File: config.mk
export PLATFORM = sky130hd
export DESIGN_NAME = frame_scanout_flat
export DESIGN_NICKNAME = d
export VERILOG_FILES = /design/src/rtl/display_pkg.sv /design/src/rtl/frame_scanout_if.sv /design/src/rtl/frame_scanout_raster_counter.sv /design/src/rtl/frame_scanout.sv /design/src/flat_wrapper.sv
export SDC_FILE = /design/constraint.sdc
export NUM_CORES = 1
export LEC_CHECK = 0
export CORE_ASPECT_RATIO = 0.6
export CORE_UTILIZATION = 38
export CTS_CLUSTER_SIZE = 30
export DETAILED_ROUTE_END_ITERATION = 7
export PLACE_DENSITY = 0.59
export SYNTH_ARGS = -nofsm -noshare
export SYNTH_HDL_FRONTEND = slang
export SYNTH_SLANG_ARGS = --single-unit
File: constraint.sdc
create_clock -name clk -period 3.6 [get_ports clk]
set_input_delay 0.72 -clock clk [delete_from_list [all_inputs] [get_ports clk]]
set_output_delay 0.72 -clock clk [all_outputs]
set_load 0.03 [all_outputs]
File: src/rtl/display_pkg.sv
// Shared display-adapter widths and the scan-out FSM state encoding.
package display_pkg;

  localparam int DIM_W  = 10;
  localparam int ADDR_W = 16;
  localparam int PIX_W  = 8;

  // Line length (AIP+HB) and frame height (AIL+VB) need one extra bit.
  localparam int LEN_W  = DIM_W + 1;

  typedef enum logic [1:0] {
    IDLE   = 2'd0,
    ACTIVE = 2'd1,
    HBLANK = 2'd2,
    VBLANK = 2'd3
  } scanout_state_t;

endpackage

File: src/rtl/frame_scanout_if.sv
// Frame memory read port plus panel-side pixel stream of the scan-out engine.
interface frame_scanout_if;

  logic                            FrameREn;
  logic [display_pkg::ADDR_W-1:0]  FrameRAddr;
  logic [display_pkg::PIX_W-1:0]   FrameRData;
  logic [display_pkg::PIX_W-1:0]   PixelOut;
  logic                            PixelValid;
  logic                            HBlank;
  logic                            VBlank;
  logic                            FrameStart;

  modport master (
    output FrameREn,
    output FrameRAddr,
    input  FrameRData,
    output PixelOut,
    output PixelValid,
    output HBlank,
    output VBlank,
    output FrameStart
  );

  modport slave (
    input  FrameREn,
    input  FrameRAddr,
    output FrameRData,
    input  PixelOut,
    input  PixelValid,
    input  HBlank,
    input  VBlank,
    input  FrameStart
  );

endinterface

File: src/rtl/frame_scanout_raster_counter.sv
// Raster position counters and frame-latched geometry for the scan-out engine.
module raster_counter
  import display_pkg::*;
(
  input  logic             clk,
  input  logic             reset,
  input  logic             load_i,
  input  logic             adv_i,
  input  logic [DIM_W-1:0] vb_i,
  input  logic [DIM_W-1:0] hb_i,
  input  logic [DIM_W-1:0] aip_i,
  input  logic [DIM_W-1:0] ail_i,
  output logic             first_o,
  output logic             act_end_o,
  output logic             hb_pos_o,
  output logic             last_line_o,
  output logic             eol_o,
  output logic             eof_o
);

  logic [DIM_W-1:0] vb_q;
  logic [DIM_W-1:0] hb_q;
  logic [DIM_W-1:0] aip_q;
  logic [DIM_W-1:0] ail_q;
  logic [LEN_W-1:0] hcnt_q, hcnt_d;
  logic [LEN_W-1:0] vcnt_q, vcnt_d;
  logic [LEN_W-1:0] line_len;
  logic [LEN_W-1:0] frame_lines;

  assign line_len    = {1'b0, aip_q} + {1'b0, hb_q};
  assign frame_lines = {1'b0, ail_q} + {1'b0, vb_q};

  assign first_o     = (hcnt_q == '0) && (vcnt_q == '0);
  assign act_end_o   = (hcnt_q == {1'b0, aip_q} - LEN_W'(1));
  assign hb_pos_o    = (hcnt_q >= {1'b0, aip_q});
  assign last_line_o = (vcnt_q == {1'b0, ail_q} - LEN_W'(1));
  assign eol_o       = (hcnt_q == line_len - LEN_W'(1));
  // vcnt keeps counting through the vertical blank lines.
  assign eof_o       = eol_o && (vcnt_q == frame_lines - LEN_W'(1));

  always_comb begin
    hcnt_d = hcnt_q;
    vcnt_d = vcnt_q;
    if (load_i) begin
      hcnt_d = '0;
      vcnt_d = '0;
    end else if (adv_i) begin
      if (eol_o) begin
        hcnt_d = '0;
        vcnt_d = vcnt_q + LEN_W'(1);
      end else begin
        hcnt_d = hcnt_q + LEN_W'(1);
      end
    end
  end

  always_ff @(posedge clk) begin
    if (reset) begin
      hcnt_q <= '0;
      vcnt_q <= '0;
      vb_q   <= '0;
      hb_q   <= '0;
      aip_q  <= '0;
      ail_q  <= '0;
    end else begin
      hcnt_q <= hcnt_d;
      vcnt_q <= vcnt_d;
      if (load_i) begin
        vb_q  <= vb_i;
        hb_q  <= hb_i;
        aip_q <= aip_i;
        ail_q <= ail_i;
      end
    end
  end

endmodule

File: src/rtl/frame_scanout.sv
// Raster scan-out engine: reads frame memory in raster order and emits blanked pixels.
// Optional FRAME_SCANOUT_CHECKSUM_EN adds a per-frame pixel checksum.
//
// state  | meaning
// IDLE   | waiting for CSDisplay with non-zero active size
// ACTIVE | issuing one frame memory read per cycle
// HBLANK | horizontal blank after an active line
// VBLANK | whole blank lines after the last active line
module frame_scanout
  import display_pkg::*;
(
  input  logic              clk,
  input  logic              reset,
  input  logic              CSDisplay,
  input  logic [DIM_W-1:0]  VBOut_PD,
  input  logic [DIM_W-1:0]  HBOut_PD,
  input  logic [DIM_W-1:0]  AIPOut_PD,
  input  logic [DIM_W-1:0]  AILOut_PD,
`ifdef FRAME_SCANOUT_CHECKSUM_EN
  output logic [15:0]       FrameChecksum,
  output logic              ChecksumValid,
`endif
  frame_scanout_if.master   bus
);

  scanout_state_t    state_q, state_d;
  logic [ADDR_W-1:0] addr_q, addr_d;
  logic              ren_q;
  logic              valid_q;
  logic              hblank_q;
  logic              vblank_q;
  logic              fstart_q;

  logic start_ok;
  logic load;
  logic adv;
  logic line_end;
  logic boundary;
  logic first;
  logic act_end;
  logic hb_pos;
  logic last_line;
  logic eol;
  logic eof;

  assign start_ok = CSDisplay && (AIPOut_PD != '0) && (AILOut_PD != '0);

  raster_counter u_raster (
    .clk         (clk),
    .reset       (reset),
    .load_i      (load),
    .adv_i       (adv),
    .vb_i        (VBOut_PD),
    .hb_i        (HBOut_PD),
    .aip_i       (AIPOut_PD),
    .ail_i       (AILOut_PD),
    .first_o     (first),
    .act_end_o   (act_end),
    .hb_pos_o    (hb_pos),
    .last_line_o (last_line),
    .eol_o       (eol),
    .eof_o       (eof)
  );

  always_comb begin
    state_d  = state_q;
    addr_d   = addr_q;
    load     = 1'b0;
    adv      = 1'b0;
    line_end = 1'b0;
    boundary = 1'b0;

    unique case (state_q)
      IDLE: boundary = 1'b1;
      ACTIVE: begin
        adv    = 1'b1;
        addr_d = addr_q + ADDR_W'(1);
        if (eol) begin
          line_end = 1'b1;
        end else if (act_end) begin
          state_d = HBLANK;
        end
      end
      HBLANK: begin
        adv = 1'b1;
        if (eol) line_end = 1'b1;
      end
      VBLANK: begin
        adv = 1'b1;
        if (eof) boundary = 1'b1;
      end
    endcase

    if (line_end) begin
      if (eof) begin
        boundary = 1'b1;
      end else if (last_line) begin
        state_d = VBLANK;
      end else begin
        state_d = ACTIVE;
      end
    end

    // Frame boundary (and IDLE) re-qualify and re-latch geometry with no gap cycle.
    if (boundary) begin
      if (start_ok) begin
        state_d = ACTIVE;
        load    = 1'b1;
        addr_d  = '0;
      end else begin
        state_d = IDLE;
      end
    end
  end

  always_ff @(posedge clk) begin
    if (reset) begin
      state_q  <= IDLE;
      addr_q   <= '0;
      ren_q    <= 1'b0;
      valid_q  <= 1'b0;
      hblank_q <= 1'b0;
      vblank_q <= 1'b0;
      fstart_q <= 1'b0;
    end else begin
      state_q  <= state_d;
      addr_q   <= addr_d;
      ren_q    <= (state_d == ACTIVE);
      valid_q  <= (state_q == ACTIVE);
      hblank_q <= (state_q == HBLANK) || ((state_q == VBLANK) && hb_pos);
      vblank_q <= (state_q == VBLANK);
      fstart_q <= (state_q == ACTIVE) && first;
    end
  end

  assign bus.FrameREn   = ren_q;
  assign bus.FrameRAddr = addr_q;
  // Read data arrives with the registered flags, so it is only gated here.
  assign bus.PixelOut   = valid_q ? bus.FrameRData : '0;
  assign bus.PixelValid = valid_q;
  assign bus.HBlank     = hblank_q;
  assign bus.VBlank     = vblank_q;
  assign bus.FrameStart = fstart_q;

`ifdef FRAME_SCANOUT_CHECKSUM_EN
  logic [15:0] sum_q;
  logic [15:0] sum_d;
  logic [15:0] csum_q;
  logic        csv_q;
  logic        lastpix_q;

  assign sum_d = (fstart_q ? 16'd0 : sum_q) + 16'(bus.PixelOut);

  always_ff @(posedge clk) begin
    if (reset) begin
      sum_q     <= '0;
      csum_q    <= '0;
      csv_q     <= 1'b0;
      lastpix_q <= 1'b0;
    end else begin
      lastpix_q <= (state_q == ACTIVE) && act_end && last_line;
      csv_q     <= lastpix_q;
      if (valid_q)   sum_q  <= sum_d;
      if (lastpix_q) csum_q <= sum_d;
    end
  end

  assign FrameChecksum = csum_q;
  assign ChecksumValid = csv_q;
`endif

endmodule
File: src/flat_wrapper.sv
// flat-port wrapper written by rule: the top's interface ports become plain ports
module frame_scanout_flat import display_pkg::*;
  (clk, reset, CSDisplay, VBOut_PD, HBOut_PD, AIPOut_PD, AILOut_PD, bus_FrameREn, bus_FrameRAddr, bus_FrameRData, bus_PixelOut, bus_PixelValid, bus_HBlank, bus_VBlank, bus_FrameStart);
  frame_scanout_if bus_i ();
  input  logic clk;
  input  logic reset;
  input  logic CSDisplay;
  input  logic [DIM_W-1:0] VBOut_PD;
  input  logic [DIM_W-1:0] HBOut_PD;
  input  logic [DIM_W-1:0] AIPOut_PD;
  input  logic [DIM_W-1:0] AILOut_PD;
  output wire logic [$bits(bus_i.FrameREn)-1:0] bus_FrameREn;
  output wire logic [$bits(bus_i.FrameRAddr)-1:0] bus_FrameRAddr;
  input wire logic [$bits(bus_i.FrameRData)-1:0] bus_FrameRData;
  output wire logic [$bits(bus_i.PixelOut)-1:0] bus_PixelOut;
  output wire logic [$bits(bus_i.PixelValid)-1:0] bus_PixelValid;
  output wire logic [$bits(bus_i.HBlank)-1:0] bus_HBlank;
  output wire logic [$bits(bus_i.VBlank)-1:0] bus_VBlank;
  output wire logic [$bits(bus_i.FrameStart)-1:0] bus_FrameStart;
  assign bus_FrameREn = bus_i.FrameREn;
  assign bus_FrameRAddr = bus_i.FrameRAddr;
  assign bus_i.FrameRData = bus_FrameRData;
  assign bus_PixelOut = bus_i.PixelOut;
  assign bus_PixelValid = bus_i.PixelValid;
  assign bus_HBlank = bus_i.HBlank;
  assign bus_VBlank = bus_i.VBlank;
  assign bus_FrameStart = bus_i.FrameStart;
  frame_scanout u_core (.clk(clk), .reset(reset), .CSDisplay(CSDisplay), .VBOut_PD(VBOut_PD), .HBOut_PD(HBOut_PD), .AIPOut_PD(AIPOut_PD), .AILOut_PD(AILOut_PD), .bus(bus_i));
endmodule
==> results of run 1 <==
[worst max-delay path, cell delays in order (launching register included)]
cell and delay (ns):
sky130_fd_sc_hd__dfxtp_2 0.34, sky130_fd_sc_hd__inv_2 0.05, sky130_fd_sc_hd__ha_4 0.25, sky130_fd_sc_hd__inv_1 0.03
sky130_fd_sc_hd__ha_2 0.17, sky130_fd_sc_hd__inv_2 0.06, sky130_fd_sc_hd__fa_2 0.22, sky130_fd_sc_hd__nor2b_2 0.05
sky130_fd_sc_hd__o211a_1 0.25, sky130_fd_sc_hd__or4_1 0.49, sky130_fd_sc_hd__a31oi_2 0.23, sky130_fd_sc_hd__and4_1 0.25
sky130_fd_sc_hd__o2111ai_4 0.16, sky130_fd_sc_hd__a21oi_4 0.22, sky130_fd_sc_hd__buf_12 0.16, sky130_fd_sc_hd__clkbuf_16 0.17
sky130_fd_sc_hd__mux2i_1 0.19, sky130_fd_sc_hd__nor2_1 0.06
[Yosys cell counts (all sizes together), types with 2 or more instances]
library cell,n
a211o,2
a211oi,3
a21o,7
a21oi,21
a31oi,6
and2,10
and3,13
and4,5
buf,11
clkbuf,21
dfxtp,85
fa,2
ha,60
inv,93
mux2i,43
nand2,27
nand2b,4
nand3,15
nand3b,2
nand4,21
nand4b,2
nor2,101
nor2b,8
nor3,12
nor4,13
nor4b,4
o2111ai,5
o211ai,3
o21a,9
o21ai,25
o21bai,3
o22ai,2
or2,3
or3,4
xnor2,43
xor2,40
[cell usage in the layout (no fill, tap or decap), drive strengths merged, types with 12 or more instances in the layout]
| cell | Yosys | layout |
|---|---|---|
| nor2 | 101 | 101 |
| o21ai | 25 | 25 |
| nor4 | 13 | 13 |
| nand3 | 15 | 15 |
| dfxtp | 85 | 85 |
| buf | 11 | 42 |
| nand2 | 27 | 27 |
| nand4 | 21 | 21 |
| xnor2 | 43 | 43 |
| ha | 60 | 60 |
| nor3 | 12 | 12 |
| clkbuf | 21 | 13 |
| xor2 | 40 | 40 |
| and3 | 13 | 13 |
| clkdlybuf4s50 | 0 | 78 |
| inv | 93 | 93 |
| mux2i | 43 | 43 |
| a21oi | 21 | 21 |
[through the flow]
stage	setup TNS (ns)	std cells	util, %	worst slack (ns)	hold slack (ns)
final	0	1047	50.3	0.0735	0.502
after detailed placement	-2.34	1022	46.6	-0.0997	0.486
after floorplan	0	738	-	0.333	0.460
after global placement	0	1022	46.6	0.0455	0.475
after CTS	0	1039	48.8	0.00403	0.503
after global routing	-0.348	1047	50.3	-0.0322	0.528
[cell type report]
type	instances	share of cell area, %
multi-input combinational	528	50.3
sequential	85	22.0
timing repair buffer	122	15.6
inverter	93	4.54
tap	203	3.28
clock buffer	11	3.13
clock inverter	5	1.08
[cells by family after synthesis]
group,after synthesis
DFF,85
adders and majority gates,62
muxes,43
AOI/OAI and AO/OA,93
xor gates and xnor gates,83
buffers and inverters,125
and+or+nand+nor,247
[sequential cells by signal (all words and copies together) (netlist names)]
register                count
u_core.u_raster.vb_q       10
u_core.bus.PixelValid       1
u_core.u_raster.vcnt_q     11
u_core.u_raster.hb_q       10
u_core.bus.HBlank           1
u_core.u_raster.aip_q      10
u_core.u_raster.ail_q      10
u_core.bus.VBlank           1
u_core.bus.FrameStart       1
u_core.state_q              2
u_core.u_raster.hcnt_q     11
u_core.bus.FrameREn         1
u_core.bus.FrameRAddr      16
[metal layers]
metal  share of wire [%]  routed length (µm)
met5                   0                   0
met4                0.98                 155
met3                 7.4                1170
met2                  37                5810
met1                  55                8660
[power breakdown]
group | total (mW) | switching [mW] | internal (mW)
registers | 1.01 | 0.0297 | 0.980
logic | 1.08 | 0.562 | 0.517
clock network | 1.03 | 0.400 | 0.629
[worst max-delay path by stage]
stage / startpoint / endpoint / slack (ns) / cells after the start
CTS: u_core.u_raster.ail_q[1] / u_core.u_raster.ail_q[2] / 0.004 / 16
global route: u_core.u_raster.ail_q[2] / u_core.u_raster.vb_q[5] / -0.03 / 15
global placement: u_core.u_raster.ail_q[1] / u_core.u_raster.ail_q[1] / 0.05 / 16
detailed placement: u_core.u_raster.ail_q[1] / u_core.u_raster.ail_q[2] / -0.1 / 16
finish: u_core.u_raster.ail_q[1] / u_core.u_raster.ail_q[2] / 0.07 / 17
floorplan: u_core.u_raster.ail_q[1] / u_core.bus.FrameRAddr[9] / 0.33 / 17
[timing repair]
action,4_1_cts,5_1_grt
pin swaps,1,15
gates cloned,0,3
endpoints found under the setup margin,39,81
resized for setup,2,35
buffers inserted,1,5
hold buffers,0,0
==> results.txt, run 1 <==
----------------------------------------------------
[Run status]
  Outcome ... completed

[Clocking]
  Clock root buffer ... sky130_fd_sc_hd__clkbuf_16
  Clock latency on the worst-skew pair ... about 0.34 ns
  Reg clk slew, reported paths ... 0.07 ns
  Worst-case clock buffer depth ... 2
  Clock tree from TritonCTS ... built
  H-tree depth ... 3
  Total CTS buffers ... 9
  Clock net sink count ... 85

[Timing]
  Crit share post-route ... between 90% and 100%
  Final hold violation count ... 0
  Final setup violation count ... 0
  Fin Clk Skew ... roughly 0.012 ns
  Worst-case headroom to the max-slew limit ... 36.1%
  Highest achievable clock rate ... 284 MHz
  Final min period ... 3.53 ns
  Number of pins with negative max-slew slack in the final report ... 0
  Worst-Margin Slew ... 0.958 ns

[Synth]
  Complex-gate fraction of the synthesized area ... 10.1%
  Xor and xnor fraction of the mapped netlist area ... approximately an eighth
  Largest family of logic cells by synthesized area ... simple AND/OR/NAND/NOR gates
  Register area share after synthesis ... 28.3%
  Post-synth top area share ... 28.3%
  Mux cell area share after synthesis ... a little over 7%
  Syn Area/Cell ... 8.16 µm²
  Area of the mapped netlist ... 6020 µm²
  Number of unique standard cell types used by synthesis ... 53
  Post-synth net total ... approximately 850
  Post-synthesis cell type with the largest combined area ... sky130_fd_sc_hd__dfxtp_1
  Post-synth top flop ... sky130_fd_sc_hd__dfxtp_1
  Gate count of the mapped netlist ... 738
  Post-synthesis share of cell area spent on full adders, half adders and majority gates ... a little over an eighth
  Fraction of registers with async set or reset after synthesis ... 0%
  Dominant cells by area after synthesis ... sky130_fd_sc_hd__dfxtp_1 (28%), sky130_fd_sc_hd__ha_1 (12%), sky130_fd_sc_hd__mux2i_1 (7.1%), sky130_fd_sc_hd__nor2_1 (6.3%), sky130_fd_sc_hd__xnor2_1 (6.3%)
  Simple-Gate Fraction of Synth Area ... 20.6%
  Number of flops mapped to enable cells by yosys ... 0
  #FFs+latches synth ... 85
  Yosys warnings ... 0

[Flow run]
  Maxcap violations ... 0

[Die]
  Count of pins on the block boundary ... 80
  Total number of placement rows ... 35
  Die Width ... 165 µm
  Area of the core region ... between 15000 and 20000 µm²
  Initial core utilization ... 39.1%
  Height of the chip ... between 90 and 100 µm
  Die Footprint ... 16400 µm²

[Worst setup path]
  Critical path startpoint category ... flip-flop
  Worst endpoint data arrival time ... 3.71 ns
  Crit path capture type ... flip-flop
  Worst reg-to-reg setup slack ... 0.07 ns
  Endpoint of the worst register-to-register path ... u_core.u_raster.ail_q[2]
  Max FO, Critical Path ... 7
  Worst setup path class ... reg -> reg
  R2R depth ... 17
  Endpoint required time on the critical path ... 3.78 ns
  Launch instance of the worst register-to-register path ... u_core.u_raster.ail_q[1]

[Placement]
  Detailed-placement wirelength estimate ... between 10000 and 15000 µm
  GP Congestion ... around 0.85
  Count of port buffers added during placement ... between 70 and 80
  Standard cell area after detailed placement ... 7180 µm²

[Detailed routing]
  Routed len/inst ... 15.1 µm
  Post-route antenna net violation count ... 0
  Via count ... 5378
  First-iteration detailed-routing DRC count ... 280
  Wire length reported by the detailed router ... about 16000 µm
  Number of vias per cell after detailed routing ... 5.14
  DRT Pass-1 Iters ... 5
  Number of design rule violations left after detail routing ... 0

[Pwr]
  Worst-case vdd ir drop ... 0.224 mV
  Ratio of total power to cell area ... 402 nW/µm²
  Total power ... between 3 and 4 mW
  Leakage component of the power ... approximately 3.2 nW

[Layout]
  Share of layout cells above drive strength 1 ... 11.3%
  Cell area after layout ... 7750 µm²
  Number of antenna repair diodes ... 0
  # nets final ... 952
  Filler Cells Inserted ... 1477
  Synth-to-layout area growth ... 28.8%
  Total area of multi-input combinational cells ... 3900 µm²
  Area taken by flip-flops and latches ... approximately 1700 µm²

[Global routing]
  Met1 GRT Util ... between 30% and 40%
  Gr ovfl total ... 0
  Initial antenna violation count ... 0
  Vias in the first global route ... 4915
  Largest net degree at the start of global routing ... 49
  Met2 capacity usage during global routing ... 26.1%
  Global routing's busiest layer ... met1
  Met3 Usage GRT ... 3.63%
  First-pass GRT wire length ... 24800 µm
  GRT Resource Usage Total ... between 15 and 20%

[Worst hold path]
  Startpoint of the lowest-slack hold path ... u_core.u_raster.hb_q[3]
  Depth of the worst hold-timing path ... 2
  Classification of the worst-slack hold path ... reg -> reg
  Terminating pin of the worst hold path ... u_core.u_raster.hb_q[3]

----------------------------------------------------
Note: power is estimated with default switching activity, not from simulation.
==> inputs of run 2 (changes only) <==
- REMOVE_ABC_BUFFERS: not set -> 1
==> run 2 against run 1 <==
Against the previous run: critical path depth decreased by 1; final area is 4.3% higher; worst setup slack got worse by 0.12 ns; the flow now finishes with violations (negative setup slack); maximum frequency is 3.2% lower; worst hold slack worse by 0.0086 ns.
==> results.txt, run 2 (same netlist as run 1, synthesis figures left out) <==
----------------------------------------------------
[Timing]
  Highest achievable clock rate ... 275 MHz (-3.2%)
  Final hold violation count ... 0 (unchanged)
  Worst-case headroom to the max-slew limit ... 44.4% (+8.2 points)
  Final min period ... 3.64 ns (+0.116 ns)
  Worst-Margin Slew ... 0.834 ns (-0.124 ns)
  Final setup violation count ... 23 (+23)
  Fin Clk Skew ... 0.00780 ns (-0.00459 ns)
  Min setup slack post-route ... -0.0429 ns (-0.116 ns)
  Number of pins with negative max-slew slack in the final report ... 0 (unchanged)
  Crit share post-route ... 101% (+3.2 points)
  RSZ-0062 raised after global routing ... yes

[Worst setup path]
  Gate family responsible for the most delay along the worst path ... simple AND/OR/NAND/NOR gates
  Worst setup path class ... reg -> reg
  Max FO, Critical Path ... 7 (unchanged)
  Endpoint required time on the critical path ... 3.83 ns (+0.05 ns)
  Bufs and invs on worst path ... 5 (unchanged)
  Crit path capture type ... flip-flop
  Cell-by-cell trace of the critical path ... inv_1, ha_1, inv_1, ha_1, nor2b_1, o211a_1, or4_1, a31oi_1, and4_4, o2111ai_4, a21oi_4, buf_12, buf_8, or2_4, clkbuf_16, nor2_4
  Largest stage delay on the critical path ... 0.42 ns (-0.07 ns)
  Worst endpoint data arrival time ... 3.87 ns (+0.16 ns)
  Cell with the largest stage delay on the worst path ... sky130_fd_sc_hd__or4_1
  Critical path startpoint category ... flip-flop

[Detailed routing]
  Via count ... 5509 (+2.4%)
  Number of design rule violations left after detail routing ... 0 (unchanged)
  Wire length reported by the detailed router ... 17000 µm (+7.7%)
  First-iteration detailed-routing DRC count ... 352 (+26%)
  DRT Pass-1 Iters ... 7 (+2)
  Routed len/inst ... 16.0 µm (+6.0%)
  Number of vias per cell after detailed routing ... 5.18 (+0.80%)
  Post-route antenna net violation count ... 0 (unchanged)

[Clocking]
  Clock tree from TritonCTS ... built
  Reg clk slew, reported paths ... 0.07 ns (about the same)
  Worst-case clock buffer depth ... 2 (unchanged)
  Total CTS buffers ... 9 (unchanged)
  H-tree depth ... 3 (unchanged)
  Clock net sink count ... 85 (unchanged)
  Clock root buffer ... sky130_fd_sc_hd__clkbuf_16
  Clock latency on the worst-skew pair ... 0.35 ns (about the same)
  Count of hold-fix buffers inserted at cts ... 0 (unchanged)

[Placement]
  GP Congestion ... 0.876 (+3.0%)
  Detailed-placement wirelength estimate ... 12600 µm (+4.1%)
  Count of port buffers added during placement ... 79 (unchanged)
  Number of cells after detailed placement ... 1031 (+0.88%)
  Pre-CTS WS ... -0.302 ns (-0.203 ns)

[Layout]
  Most common cell after layout, fill and taps aside ... sky130_fd_sc_hd__inv_1
  # nets final ... 969 (+1.8%)
  Synth-to-layout area growth ... 34.3%
  Number of flip-flops in the largest register ... 16 (unchanged)
  Post-Layout Cell Count ... 1064 (+1.6%)
  Share of layout cells above drive strength 1 ... 15.4% (+4.2 points)
  Share of the core filled with cells ... 52.5% (+2.2 points)
  Number of antenna repair diodes ... 0 (unchanged)
  Filler Cells Inserted ... 1471 (-0.41%)
  Highest-count cells in the layout ignoring fill and taps ... sky130_fd_sc_hd__inv_1 (88), sky130_fd_sc_hd__nor2_1 (79), sky130_fd_sc_hd__dfxtp_1 (79), sky130_fd_sc_hd__clkdlybuf4s50_1 (78), sky130_fd_sc_hd__ha_1 (58)

[Die]
  Die Width ... 165 µm (unchanged)
  Height of the chip ... 99.5 µm (unchanged)
  Die Footprint ... 16400 µm² (unchanged)
  Area of the core region ... 15400 µm² (unchanged)
  Count of pins on the block boundary ... 80 (unchanged)
  Initial core utilization ... 39.1% (unchanged)
  Total number of placement rows ... 35 (unchanged)

[Global routing]
  Vias in the first global route ... 5080 (+3.4%)
  Gr ovfl total ... 0 (unchanged)
  Initial antenna violation count ... 0 (unchanged)
  GRT Resource Usage Total ... 20.4% (+0.94 points)
  First-pass GRT wire length ... 26000 µm (+5.0%)
  Largest net degree at the start of global routing ... 39 (-20%)

[Worst hold path]
  Classification of the worst-slack hold path ... reg -> reg

[Pwr]
  Leakage component of the power ... 3.34 nW (+3.0%)
  Ratio of total power to cell area ... 394 nW/µm² (-2.0%)
  Worst-case vdd ir drop ... 0.209 mV (-6.3%)

[Run status]
  Outcome ... finished with violations
  Violated checks ... negative setup slack

[Flow run]
  Maxcap violations ... 0 (unchanged)

----------------------------------------------------
-- run 2: cell count changes in the layout (fill, tap and decap cells not counted), sizes merged --
cell	delta
buf	+16
clkbuf	+2
bufinv	-1
clkinv	+1
clkinvlp	-1
-- run 2: area by class of cell --
type / count / area [µm²] / area share (%)
tap: 203 / 254 / 3.14
multi-input combinational: 528 / 4050 / 50.1
sequential: 85 / 1710 / 21.1
inverter: 93 / 349 / 4.32
clock inverter: 4 / 55.1 / 0.681
timing repair buffer: 139 / 1400 / 17.4
clock buffer: 12 / 267 / 3.30
-- run 2: tightest hold or removal path: stages, from the launching register on --
cell	delay (ns)
sky130_fd_sc_hd__dfxtp_1	0.33
sky130_fd_sc_hd__mux2i_1	0.06
sky130_fd_sc_hd__nor2_1	0.07
-- run 2: stage by stage --
step	setup TNS, ns	hold slack [ns]	total power, mW	area (µm²)
after floorplan	-39.77	0.460	1.72	5850
after global placement	-6.64	0.474	2.02	7270
after detailed placement	-16.64	0.479	2.05	7270
after CTS	0	0.497	3.07	7610
after global routing	-11.52	0.515	3.36	8090
final	-0.730	0.493	3.19	8090
-- run 2: layer usage --
| metal | GRT usage [%] | vias up | part of all wire [%] |
|---|---|---|---|
| met5 | 0 | - | 0 |
| met4 | 5.01 | 0 | 1.4 |
| met3 | 4.92 | 21 | 8.1 |
| met2 | 27.5 | 181 | 37 |
| met1 | 31.7 | 2588 | 53 |
| li1 | - | 2719 | - |
-- run 2: repair_timing --
action                                  4_1_cts  5_1_grt
endpoints found under the hold margin         0        0
setup buffers                                 0       14
pin swaps                                     3       41
resized for setup                             4       83
endpoints found under the setup margin       79       80
gates cloned                                  0        4
-- run 2: where the power goes --
group / total (mW) / internal [mW] / switching, mW
sequential: 1.01 / 0.980 / 0.0283
clock: 1.01 / 0.598 / 0.416
combinational: 1.17 / 0.560 / 0.606
total: 3.19 / 2.14 / 1.05
-- run 2: worst paths after layout --
check,start,end,slack (ns),cells past startpoint
setup / recovery,u_core.u_raster.vb_q[3],u_core.bus.FrameRAddr[9],-0.04,16
hold reg to reg,u_core.u_raster.vb_q[9],u_core.u_raster.vb_q[9],0.49,2
hold / removal,u_core.u_raster.vb_q[9],u_core.u_raster.vb_q[9],0.49,2
setup reg to reg,u_core.u_raster.vb_q[3],u_core.bus.FrameRAddr[9],-0.04,16
==> inputs of run 3 (changes only) <==
- CAP_MARGIN: not set -> 10
- SYNTH_HIERARCHICAL: not set -> 1
==> run 3 against run 2 <==
Against the previous run: the flow still finishes with violations (negative setup slack); worst setup slack worse by 0.75 ns; combinational power up 3%; core utilization up 3.0 points; global-route usage down 0.54 points; cell count up 1.2%; routed wire length down 6.1%; largest power group unchanged.
==> results.txt, run 3 <==
----------------------------------------------------
[Synth]
  Syn Area/Cell ... 8.17 µm² (+0.13%)
  Dominant cells by area after synthesis ... sky130_fd_sc_hd__dfxtp_1 (29%), sky130_fd_sc_hd__ha_1 (13%), sky130_fd_sc_hd__mux2i_1 (7.1%), sky130_fd_sc_hd__xnor2_1 (7.0%), sky130_fd_sc_hd__inv_1 (6.0%)
  Yosys warnings ... 6 (+6)
  Area of the mapped netlist ... 5910 µm² (-1.8%)
  Post-synth top area share ... 28.8% (+0.51 points)
  Post-synthesis cell type with the largest combined area ... sky130_fd_sc_hd__dfxtp_1
  Number of flops mapped to enable cells by yosys ... 0 (unchanged)
  #FFs+latches synth ... 85 (unchanged)
  Fraction of registers with async set or reset after synthesis ... 0% (unchanged)
  Number of unique standard cell types used by synthesis ... 55 (+3.8%)
  Register area share after synthesis ... 28.8% (+0.51 points)
  Gate count of the mapped netlist ... 724 (-1.9%)
  Ranking of synthesized cells by instance count ... sky130_fd_sc_hd__inv_1 (95), sky130_fd_sc_hd__nor2_1 (88), sky130_fd_sc_hd__dfxtp_1 (85)
  Most common cell in the netlist ... sky130_fd_sc_hd__inv_1
  Post-synth top flop ... sky130_fd_sc_hd__dfxtp_1

[Clocking]
  Reg clk slew, reported paths ... 0.07 ns (about the same)
  Clock tree from TritonCTS ... built
  Clock root buffer ... sky130_fd_sc_hd__clkbuf_16
  H-tree depth ... 3 (unchanged)
  Worst-case clock buffer depth ... 2 (unchanged)
  Clock latency on the worst-skew pair ... 0.35 ns (about the same)
  Clock net sink count ... 85 (unchanged)
  Total CTS buffers ... 9 (unchanged)
  Count of hold-fix buffers inserted at cts ... 0 (unchanged)

[Worst setup path]
  Endpoint required time on the critical path ... 3.83 ns (about the same)
  Largest stage delay on the critical path ... 0.40 ns (-0.02 ns)
  R2R depth ... 22 (+6)
  Bufs and invs on worst path ... 6 (+1)
  Number of gates on the worst path with buffers counted ... 22 (+6)
  Cell-by-cell trace of the critical path ... inv_2, ha_4, inv_4, ha_4, inv_2, fa_2, and2b_1, o2111ai_2, and4b_1, or3_4, a2111oi_4, nand2_1, nor4_4, a21oi_2, o22ai_2, nand4_1, inv_4, buf_12, buf_12, or2_4, nand2b_4, nor2_1
  Worst reg-to-reg setup slack ... -0.80 ns (-0.75 ns)
  Worst setup path class ... reg -> reg
  Gate family responsible for the most delay along the worst path ... simple AND/OR/NAND/NOR gates
  Cell with the largest stage delay on the worst path ... sky130_fd_sc_hd__or3_4
  Max FO, Critical Path ... 8 (+1)
  Worst endpoint data arrival time ... 4.63 ns (+0.76 ns)
  Critical path startpoint category ... flip-flop
  Crit path capture type ... flip-flop

[Layout]
  Post-Layout Cell Count ... 1077 (+1.2%)
  # nets final ... 987 (+1.9%)
  Share of layout cells above drive strength 1 ... 19.2% (+3.8 points)
  Number of antenna repair diodes ... 0 (unchanged)
  Most common cell after layout, fill and taps aside ... sky130_fd_sc_hd__inv_1
  Number of flip-flops in the largest register ... 16 (unchanged)
  Synth-to-layout area growth ... 39.2%
  Highest-count cells in the layout ignoring fill and taps ... sky130_fd_sc_hd__inv_1 (89), sky130_fd_sc_hd__dfxtp_1 (81), sky130_fd_sc_hd__clkdlybuf4s50_1 (78), sky130_fd_sc_hd__nor2_1 (77), sky130_fd_sc_hd__buf_4 (75)

[Die]
  Initial core utilization ... 39.8% (+0.78 points)
  Count of pins on the block boundary ... 80 (unchanged)
  Die Width ... 163 µm (-0.88%)
  Total number of placement rows ... 34 (-2.9%)
  Area of the core region ... 14800 µm² (-3.7%)
  Die Footprint ... 16100 µm² (-1.7%)
  Height of the chip ... 98.6 µm (-0.87%)

[Timing]
  Worst-Margin Slew ... 0.588 ns (-0.246 ns)
  RSZ-0062 raised after global routing ... yes
  Crit share post-route ... 122% (+21 points)
  Final hold violation count ... 0 (unchanged)
  Fin Clk Skew ... 0.0100 ns (+0.00224 ns)
  Final min period ... 4.40 ns (+0.753 ns)
  Worst Hold Slack ... 0.482 ns (-0.0113 ns)
  Total Neg Setup Slack ... -53.75 ns (-53.02 ns)
  Final setup violation count ... 81 (+250%)
  Worst-case headroom to the max-slew limit ... 60.4% (+16 points)
  Highest achievable clock rate ... 227 MHz (-17%)
  Min setup slack post-route ... -0.796 ns (-0.753 ns)
  Number of pins with negative max-slew slack in the final report ... 0 (unchanged)

[Pwr]
  Leakage component of the power ... 3.35 nW (+0.31%)
  Ratio of total power to cell area ... 387 nW/µm² (-1.7%)
  Worst-case vdd ir drop ... 0.189 mV (-9.6%)

[Detailed routing]
  First-iteration detailed-routing DRC count ... 269 (-24%)
  Routed len/inst ... 14.8 µm (-7.3%)
  Via count ... 5423 (-1.6%)
  Number of design rule violations left after detail routing ... 0 (unchanged)
  Post-route antenna net violation count ... 0 (unchanged)
  Wire length reported by the detailed router ... 16000 µm (-6.1%)
  DRT Pass-1 Iters ... 5 (-2)
  Number of vias per cell after detailed routing ... 5.04 (-2.7%)

[Global routing]
  GRT Resource Usage Total ... 19.9% (-0.54 points)
  Vias in the first global route ... 5067 (-0.26%)
  Gr ovfl total ... 0 (unchanged)
  Largest net degree at the start of global routing ... 48 (+23%)
  Initial antenna violation count ... 0 (unchanged)
  First-pass GRT wire length ... 25200 µm (-3.1%)

[Placement]
  Pre-CTS WS ... -1.04 ns (-0.738 ns)
  Count of port buffers added during placement ... 79 (unchanged)
  Detailed-placement wirelength estimate ... 11500 µm (-8.8%)
  Number of cells after detailed placement ... 1046 (+1.5%)
  GP Congestion ... 0.838 (-4.4%)

[Run status]
  Violated checks ... negative setup slack
  Outcome ... finished with violations

[Worst hold path]
  Classification of the worst-slack hold path ... reg -> reg
  Depth of the worst hold-timing path ... 2 (unchanged)

[Flow run]
  Maxcap violations ... 0 (unchanged)

----------------------------------------------------
run 3: cell types whose count changed after synthesis, sizes merged, moves of 5 or more:
cell / before / now
nor2: 101 / 88
nand3: 15 / 23
xor2: 40 / 29
or3: 4 / 13
clkbuf: 21 / 26
and3: 13 / 6
xnor2: 43 / 48
o21a: 9 / 1
buf: 11 / 6
a21oi: 21 / 35
nand4: 21 / 15
run 3: worst reg2reg max path, cell delays in order (launching register included):
cell                        delay, ns
sky130_fd_sc_hd__dfxtp_2         0.33
sky130_fd_sc_hd__inv_2           0.05
sky130_fd_sc_hd__ha_4            0.24
sky130_fd_sc_hd__inv_4           0.05
sky130_fd_sc_hd__ha_4            0.13
sky130_fd_sc_hd__inv_2           0.04
sky130_fd_sc_hd__fa_2            0.37
sky130_fd_sc_hd__and2b_1         0.24
sky130_fd_sc_hd__o2111ai_2       0.18
sky130_fd_sc_hd__and4b_1         0.25
sky130_fd_sc_hd__or3_4           0.40
sky130_fd_sc_hd__a2111oi_4       0.35
sky130_fd_sc_hd__nand2_1         0.16
sky130_fd_sc_hd__nor4_4          0.21
sky130_fd_sc_hd__a21oi_2         0.12
sky130_fd_sc_hd__o22ai_2         0.20
sky130_fd_sc_hd__nand4_1         0.22
sky130_fd_sc_hd__inv_4           0.13
sky130_fd_sc_hd__buf_12          0.11
sky130_fd_sc_hd__buf_12          0.10
sky130_fd_sc_hd__or2_4           0.15
sky130_fd_sc_hd__nand2b_4        0.22
sky130_fd_sc_hd__nor2_1          0.06
run 3: logic make-up after synthesis:
logic type               share of synthesized area, %
AND/OR/NAND/NOR                                  20.1
flip-flops                                       28.8
buffers and inverters                            8.48
adder cells (fa/ha/maj)                          13.4
multiplexers                                     7.30
AO/OA/AOI/OAI                                    10.2
XOR/XNOR                                         11.7
run 3: timing repair:
| item | CTS | global route |
|---|---|---|
| gates resized for setup | 29 | 41 |
| endpoints found under the hold margin | 0 | 0 |
| setup buffers | 11 | 3 |
| setup endpoints to repair | 81 | 81 |
| pin swaps | 20 | 13 |
| gates cloned | 3 | 3 |
run 3: path summary, 6_finish.rpt:
check,end,from
setup / recovery,u_core/u_raster/hcnt_q[3],u_core/u_raster/aip_q[1]
hold / removal,u_core/u_raster/hb_q[0],u_core/u_raster/hb_q[0]
setup reg to reg,u_core/u_raster/hcnt_q[3],u_core/u_raster/aip_q[1]
hold reg to reg,u_core/u_raster/hb_q[0],u_core/u_raster/hb_q[0]
run 3: metrics by stage:
step / power, mW / cell area, µm² / utilization (%)
floorplan: 1.71 / 5770 / -
global placement: 2.06 / 7420 / 50.0
detailed placement: 2.09 / 7420 / 50.0
CTS: 3.16 / 8010 / 53.9
global route: 3.38 / 8230 / 55.5
finish: 3.19 / 8230 / 55.5
run 3: metal layers:
layer  global-route usage [%]  part of all wire [%]
met2                     28.4                    39
met4                     4.24                  0.83
met1                     30.2                    55
met5                        0                     0
met3                     4.04                   5.4
run 3: area by class of cell:
cell class / instances / area, µm²
fill: 1377 / 6610
multi-input combinational: 512 / 3910
sequential: 85 / 1710
timing repair buffer: 171 / 1700
inverter: 95 / 362
tap: 198 / 248
clock buffer: 9 / 225
clock inverter: 7 / 80.1
run 3: report_power, final:
| part | switching (mW) | internal [mW] | total, mW | leakage (nW) |
|---|---|---|---|---|
| registers | 0.0252 | 0.981 | 1.01 | 0.693 |
| logic | 0.586 | 0.629 | 1.21 | 2.51 |
| clock network | 0.421 | 0.547 | 0.968 | 0.143 |
